===== config.mk =====
export PLATFORM = sky130hd
export DESIGN_NAME = mips_cpu_mult_div
export DESIGN_NICKNAME = d
export VERILOG_FILES = /design/src/rtl/mips_cpu_pkg.sv /design/src/rtl/mips_cpu_div_step.sv /design/src/rtl/mips_cpu_mult_div.sv
export SDC_FILE = /design/constraint.sdc
export NUM_CORES = 1
export LEC_CHECK = 0
export CORE_MARGIN = 2
export CORE_UTILIZATION = 27
export DETAILED_ROUTE_END_ITERATION = 10
export GPL_TIMING_DRIVEN = 0
export PLACE_DENSITY = 0.5
export RECOVER_POWER = 50
export SYNTH_ARGS = -nofsm -noshare
export SYNTH_HDL_FRONTEND = slang
export SYNTH_SLANG_ARGS = --single-unit

===== constraint.sdc =====
create_clock -name i_clk -period 4.1 [get_ports i_clk]
set_input_delay 0.615 -clock i_clk [delete_from_list [all_inputs] [get_ports i_clk]]
set_output_delay 0.615 -clock i_clk [all_outputs]
set_load 0.05 [all_outputs]

===== src/rtl/mips_cpu_pkg.sv =====
// rtl/mips_cpu_pkg.sv - shared op/state encodings and helpers for the MIPS mult/div unit
package mips_cpu_pkg;

    typedef enum logic [2:0] {
        OP_MULT  = 3'd0,
        OP_MULTU = 3'd1,
        OP_DIV   = 3'd2,
        OP_DIVU  = 3'd3,
        OP_MTHI  = 3'd4,
        OP_MTLO  = 3'd5
    } op_e;

    typedef enum logic [1:0] {
        IDLE = 2'd0,
        MUL  = 2'd1,
        DIV  = 2'd2
    } state_e;

    localparam int ITERATIONS = 32;

    // Two's-complement magnitude for signed ops, pass-through for unsigned ones.
    function automatic logic [31:0] magnitude(input logic [31:0] value, input logic is_signed);
        return (is_signed && value[31]) ? (~value + 32'd1) : value;
    endfunction

endpackage


===== src/rtl/mips_cpu_div_step.sv =====
// rtl/mips_cpu_div_step.sv - one combinational restoring-division step
module mips_cpu_div_step (
    input  logic [32:0] i_rem,
    input  logic [31:0] i_divisor,
    input  logic        i_bit,
    output logic [32:0] o_rem,
    output logic        o_q
);

    logic [33:0] w_shift;

    assign w_shift = {i_rem, i_bit};
    assign o_q     = (w_shift >= {2'b00, i_divisor});
    assign o_rem   = o_q ? (w_shift[32:0] - {1'b0, i_divisor}) : w_shift[32:0];

endmodule


===== src/rtl/mips_cpu_mult_div.sv =====
// rtl/mips_cpu_mult_div.sv - iterative 32-cycle multiply/divide unit owning HI/LO
module mips_cpu_mult_div
    import mips_cpu_pkg::*;
#(
    parameter int DATA_WIDTH = 32
) (
    input  logic                  i_clk,
    input  logic                  i_reset,
    input  logic                  i_start,
    input  logic [2:0]            i_op,
    input  logic [DATA_WIDTH-1:0] i_operand_a,
    input  logic [DATA_WIDTH-1:0] i_operand_b,
    output logic [DATA_WIDTH-1:0] o_hi,
    output logic [DATA_WIDTH-1:0] o_lo,
    output logic                  o_busy,
    output logic                  o_done
);

    state_e      r_state;
    logic [4:0]  r_counter;
    logic [31:0] r_a;
    logic [31:0] r_b;
    logic [31:0] r_orig_a;
    logic        r_sign_a;
    logic        r_sign_b;
    logic        r_div_zero;
    logic [63:0] r_acc;
    logic [32:0] r_rem;

    logic        w_signed_op;
    logic        w_is_mul;
    logic        w_neg;
    logic        w_last;
    logic [32:0] w_mul_sum;
    logic [63:0] w_acc_next;
    logic [63:0] w_prod;
    logic [32:0] w_rem_next;
    logic        w_q;
    logic [31:0] w_quot;
    logic [31:0] w_quot_fix;
    logic [31:0] w_rem_fix;

    assign w_signed_op = (i_op == OP_MULT) || (i_op == OP_DIV);
    assign w_is_mul    = (i_op == OP_MULT) || (i_op == OP_MULTU);
    assign w_neg       = r_sign_a ^ r_sign_b;
    assign w_last      = (r_counter == 5'(ITERATIONS - 1));

    // Multiplier sits in the low half of the accumulator and is consumed LSB-first.
    assign w_mul_sum  = {1'b0, r_acc[63:32]} + (r_acc[0] ? {1'b0, r_a} : 33'd0);
    assign w_acc_next = {w_mul_sum, r_acc[31:1]};
    assign w_prod     = w_neg ? (~w_acc_next + 64'd1) : w_acc_next;

    // The dividend shifts out of r_a MSB-first while quotient bits shift in at the LSB.
    mips_cpu_div_step u_div_step (
        .i_rem     (r_rem),
        .i_divisor (r_b),
        .i_bit     (r_a[31]),
        .o_rem     (w_rem_next),
        .o_q       (w_q)
    );

    assign w_quot     = {r_a[30:0], w_q};
    assign w_quot_fix = w_neg ? (~w_quot + 32'd1) : w_quot;
    assign w_rem_fix  = r_sign_a ? (~w_rem_next[31:0] + 32'd1) : w_rem_next[31:0];

    always_ff @(posedge i_clk) begin
        if (i_reset) begin
            r_state    <= IDLE;
            r_counter  <= 5'd0;
            r_a        <= '0;
            r_b        <= '0;
            r_orig_a   <= '0;
            r_sign_a   <= 1'b0;
            r_sign_b   <= 1'b0;
            r_div_zero <= 1'b0;
            r_acc      <= '0;
            r_rem      <= '0;
            o_hi       <= '0;
            o_lo       <= '0;
            o_busy     <= 1'b0;
            o_done     <= 1'b0;
        end else begin
            o_done <= 1'b0;
            case (r_state)
                IDLE: begin
                    if (i_start) begin
                        case (i_op)
                            OP_MTHI: o_hi <= i_operand_a;
                            OP_MTLO: o_lo <= i_operand_a;
                            OP_MULT, OP_MULTU, OP_DIV, OP_DIVU: begin
                                r_a        <= magnitude(i_operand_a, w_signed_op);
                                r_b        <= magnitude(i_operand_b, w_signed_op);
                                r_sign_a   <= w_signed_op & i_operand_a[31];
                                r_sign_b   <= w_signed_op & i_operand_b[31];
                                r_orig_a   <= i_operand_a;
                                r_div_zero <= (i_operand_b == 32'd0);
                                r_acc      <= {32'd0, magnitude(i_operand_b, w_signed_op)};
                                r_rem      <= '0;
                                r_counter  <= 5'd0;
                                o_busy     <= 1'b1;
                                r_state    <= w_is_mul ? MUL : DIV;
                            end
                            default: ;
                        endcase
                    end
                end
                MUL: begin
                    r_acc     <= w_acc_next;
                    r_counter <= r_counter + 5'd1;
                    if (w_last) begin
                        o_hi    <= w_prod[63:32];
                        o_lo    <= w_prod[31:0];
                        o_busy  <= 1'b0;
                        o_done  <= 1'b1;
                        r_state <= IDLE;
                    end
                end
                DIV: begin
                    r_rem     <= w_rem_next;
                    r_a       <= w_quot;
                    r_counter <= r_counter + 5'd1;
                    if (w_last) begin
                        if (r_div_zero) begin
                            o_lo <= 32'hFFFF_FFFF;
                            o_hi <= r_orig_a;
                        end else begin
                            o_lo <= w_quot_fix;
                            o_hi <= w_rem_fix;
                        end
                        o_busy  <= 1'b0;
                        o_done  <= 1'b1;
                        r_state <= IDLE;
                    end
                end
                default: begin
                    o_busy  <= 1'b0;
                    r_state <= IDLE;
                end
            endcase
        end
    end

endmodule


==> results.cfg <==
[floorplanning]
coreArea_sq_mm = 0.0732
fp.dieW_um = 276
ios = 136
die_height_um = 276
start_util = 0.274
dieArea_sq_mm = 0.0764
std_cell_rows = 99

[pwr]
ir_drop_uv = 228
powerDensity_mw_per_mm2 = 339
leakage_nw = 9.88
finalPower_mw = 8.97

[finish]
multi_input_area_sq_mm = 0.0156
area_delta_synth_final_pct = 32.2
final_area_sq_mm = 0.0265
fillers = 7737
drive_gt1_frac = 0.151
ff_latch_area_sq_mm = 0.00539
nets = 3201
fin_cells = 4039
antenna_cells = 0
fin_util = 0.362

[critical_path]
crit_path_start_kind = flop
slowest_delay_ns = 0.50
arrival_ns = 4.76
cpMaxStageDelayCell = a2111o_1
cp.required_ns = 4.57
crit_fanout = 6
cp_common_cell = buf_6
critical_path.n_buffers_inverters = 4
r2r_cells = 19
r2r_end = o_hi[24]$_SDFFE_PP0P_
r2r-start = r_acc[0]$_SDFFE_PP0P_
ff2ff_setup_slack_ns = -0.18
critPathCaptureType = flop
critical_path_class = flop to flop
path_cells = clkbuf_16 > and2_4 > ha_4 > inv_2 > fa_2 > nor2b_4 > o21ai_2 > a211o_1 > buf_6 > nand2_8 > xor2_4 > a2111o_1 > nor4b_4 > buf_6 > nand3_4 > o41ai_4 > xor2_2 > nand2_1 > a211oi_2
critPathTopFamily = compound AO/OA/AOI/OAI gates

[worst_hold_path]
hold-path-endpoint = o_hi[11]$_SDFFE_PP0P_
min_from = o_hi[11]$_SDFFE_PP0P_
hold_depth = 2
hold_class = flop to flop

[synth]
async_flop_share = 0
synth_compound_area_frac = 0.285
syn_avg_cell_area_sq_um = 7.09
muxShareOfSynthArea = 0.0100
ys.flop_type = dfxtp_1
synth_xor_area_frac = 0.0927
synth_cell_type_count = 90
synth-seq-cells = 269
yosysSeqAreaShare = 0.269
syn_inst = 2825
synth_top_area_share = 0.269
synth_fa_ha_area_frac = 0.0476
syn-cell-area_sq_mm = 0.0200
synth-warning-count = 0
synth_edf_count = 0
synthSimpleGateAreaFrac = 0.244
synth_top_family_by_area = compound AO/OA/AOI/OAI gates
synth_top_cell_by_area = dfxtp_1
synth.area.top_cells = dfxtp_1 27%, a21oi_1 8.4%, nand2_1 7.6%
syn-num-nets = 2970

[sta]
setup_slack_ns = -0.185
hold_viol_final = 0
setup_viol_count_final = 21
hold_ws_ns = 0.454
finalCriticalPeriod_ns = 4.28
max_freq_ghz = 0.233
worst_slew_pin_slew_ns = 1.17
final.setup_skew_ns = 0.0332
slew_violations = 0
tns_ns = -1.77
rsz0062_at_grt = yes
slew_headroom = 0.214
post-route-period-util = 1.05

[detailed_routing]
drtAntennaViolNets = 0
wl_um = 102000
first_pass_iters = 6
via_count = 22800
wl_per_cell_um = 25.2
drtIter0Drc = 2580
drc_errors = 0
viasPerCell = 5.65

[clock_tree]
path_clk_slew_ns = 0.06
hold_buffers = 0
clk_latency_ns = 0.58
h-tree-depth = 2
root_buffer = clkbuf_16
cts_tree = built
cts_sinks = 269
numCtsBuffers = 36
cts.path.max_buffers = 3

[place]
place_congestion = 1.02
placed_area_sq_mm = 0.0226
hpwlAfterDp_um = 78300
portBuffers = 131
dp_worst_setup_slack_ns = -1.87
placed_cells = 3916

[grt]
grt_pass1_vias = 21400
grt_max_degree = 13
grt_pass1_wl_um = 146000
antenna_found_initial = 2
grt_overflow_total = 0
grt_use_total = 0.254

[outcome]
status = complete, but fails checks
violations = negative setup slack

[job]
cap_violations = 0
worst max path at each step:
stage / start / endpoint / slack [ns] / depth (start not counted)
after global routing: r_acc[0]$_SDFFE_PP0P_ / o_hi[31]$_SDFFE_PP0P_ / -0.31 / 17
after CTS: r_acc[0]$_SDFFE_PP0P_ / o_hi[29]$_SDFFE_PP0P_ / -0.18 / 18
final: r_acc[0]$_SDFFE_PP0P_ / o_hi[24]$_SDFFE_PP0P_ / -0.18 / 19
after detailed placement: r_a[31]$_SDFFE_PP0P_ / o_lo[20]$_SDFFE_PP0P_ / -1.87 / 21
after floorplan: r_a[31]$_SDFFE_PP0P_ / o_lo[30]$_SDFFE_PP0P_ / -0.01 / 22
after global placement: r_a[31]$_SDFFE_PP0P_ / o_lo[20]$_SDFFE_PP0P_ / -1.88 / 21
registers in the layout, summed over array words and instances, names as in the netlist:
register and cells:
r_acc 64, r_rem 33, o_hi 32, o_lo 32, r_a 32, r_b 32, r_orig_a 32, r_counter 5
r_state 2, o_busy 1, o_done 1, r_div_zero 1, r_sign_a 1, r_sign_b 1
cell families after synthesis:
logic type,count (synthesis)
AND/OR/NAND/NOR,1073
buffers and inverters,276
flip-flops,269
AO/OA/AOI/OAI,901
adder cells (fa/ha/maj),75
XOR/XNOR,212
multiplexers,19
worst register-to-register path, stage by stage, from the launching register on:
cell       delay [ns]
dfxtp_4          0.42
clkbuf_16        0.17
and2_4           0.15
ha_4             0.14
inv_2            0.04
fa_2             0.36
nor2b_4          0.17
o21ai_2          0.07
a211o_1          0.34
buf_6            0.17
nand2_8          0.08
xor2_4           0.08
a2111o_1         0.50
nor4b_4          0.31
buf_6            0.17
nand3_4          0.12
o41ai_4          0.37
xor2_2           0.22
nand2_1          0.11
a211oi_2         0.20
final cells by class:
class / count / area share
Clock buffer: 49 / 0.0401
Tap cell: 959 / 0.0453
Clock inverter: 13 / 0.00761
Inverter: 82 / 0.0120
Buffer: 178 / 0.0308
Sequential cell: 269 / 0.204
Multi-Input combinational cell: 2281 / 0.588
Timing Repair Buffer: 208 / 0.0724
metal layers:
metal	vias to the layer above	track usage	wire length, um
li1	10500	-	-
met3	272	0.0418	8240
met2	1082	0.403	44500
met5	-	0	13
met1	10900	0.333	42600
met4	2	0.125	6220
power breakdown:
group,leakage (nW),switching (mW),internal (mW)
Sequential,2.19,0.147,2.74
Clock,0.628,1.37,2.12
Combinational,7.06,1.73,0.855
layout by cell type, fill, tap and decap left out, drive strengths merged, types with 9 or more instances in the layout:
cell type,count
nor3,67
o211ai,25
o21a,9
o41ai,15
nor2,341
clkbuf,205
ha,73
a21oi,336
clkdlybuf4s50,63
nand2b,17
nor4,27
a21o,31
nand3,32
o31ai,34
or2,9
or3,27
xor2,80
and2,56
and3,17
a22oi,58
o21ai,173
a211oi,74
o21bai,9
nor2b,12
a31oi,20
dlygate4sd3,68
xnor2,132
nand4,15
a221oi,44
buf,99
mux2i,11
or4,13
nand2,403
dfxtp,269
inv,82
a2111oi,9
synth_stat cells, types with 8 or more instances:
master / number
a211oi_1: 74
a21o_1: 31
a21oi_1: 335
a221oi_1: 42
a22oi_1: 58
a31oi_1: 20
and2_1: 55
and3_1: 17
buf_1: 15
buf_2: 8
clkbuf_1: 170
dfxtp_1: 269
ha_1: 73
inv_1: 79
mux2_2: 8
mux2i_1: 11
nand2_1: 403
nand2b_1: 17
nand3_1: 30
nand4_1: 15
nor2_1: 341
nor2b_1: 12
nor3_1: 67
nor4_1: 25
o211ai_1: 24
o21a_1: 9
o21ai_0: 166
o21bai_1: 9
o31ai_1: 34
o41ai_1: 13
or3_1: 27
or4_1: 11
xnor2_1: 132
xor2_1: 80
timing repair:
action	4_1_cts	5_1_grt
setup buffers	55	21
pin swaps	97	90
endpoints found under the setup margin	88	58
resized for setup	267	190
hold endpoints to repair	0	0
cloned	0	1
Note: power is estimated with default switching activity, not from simulation.
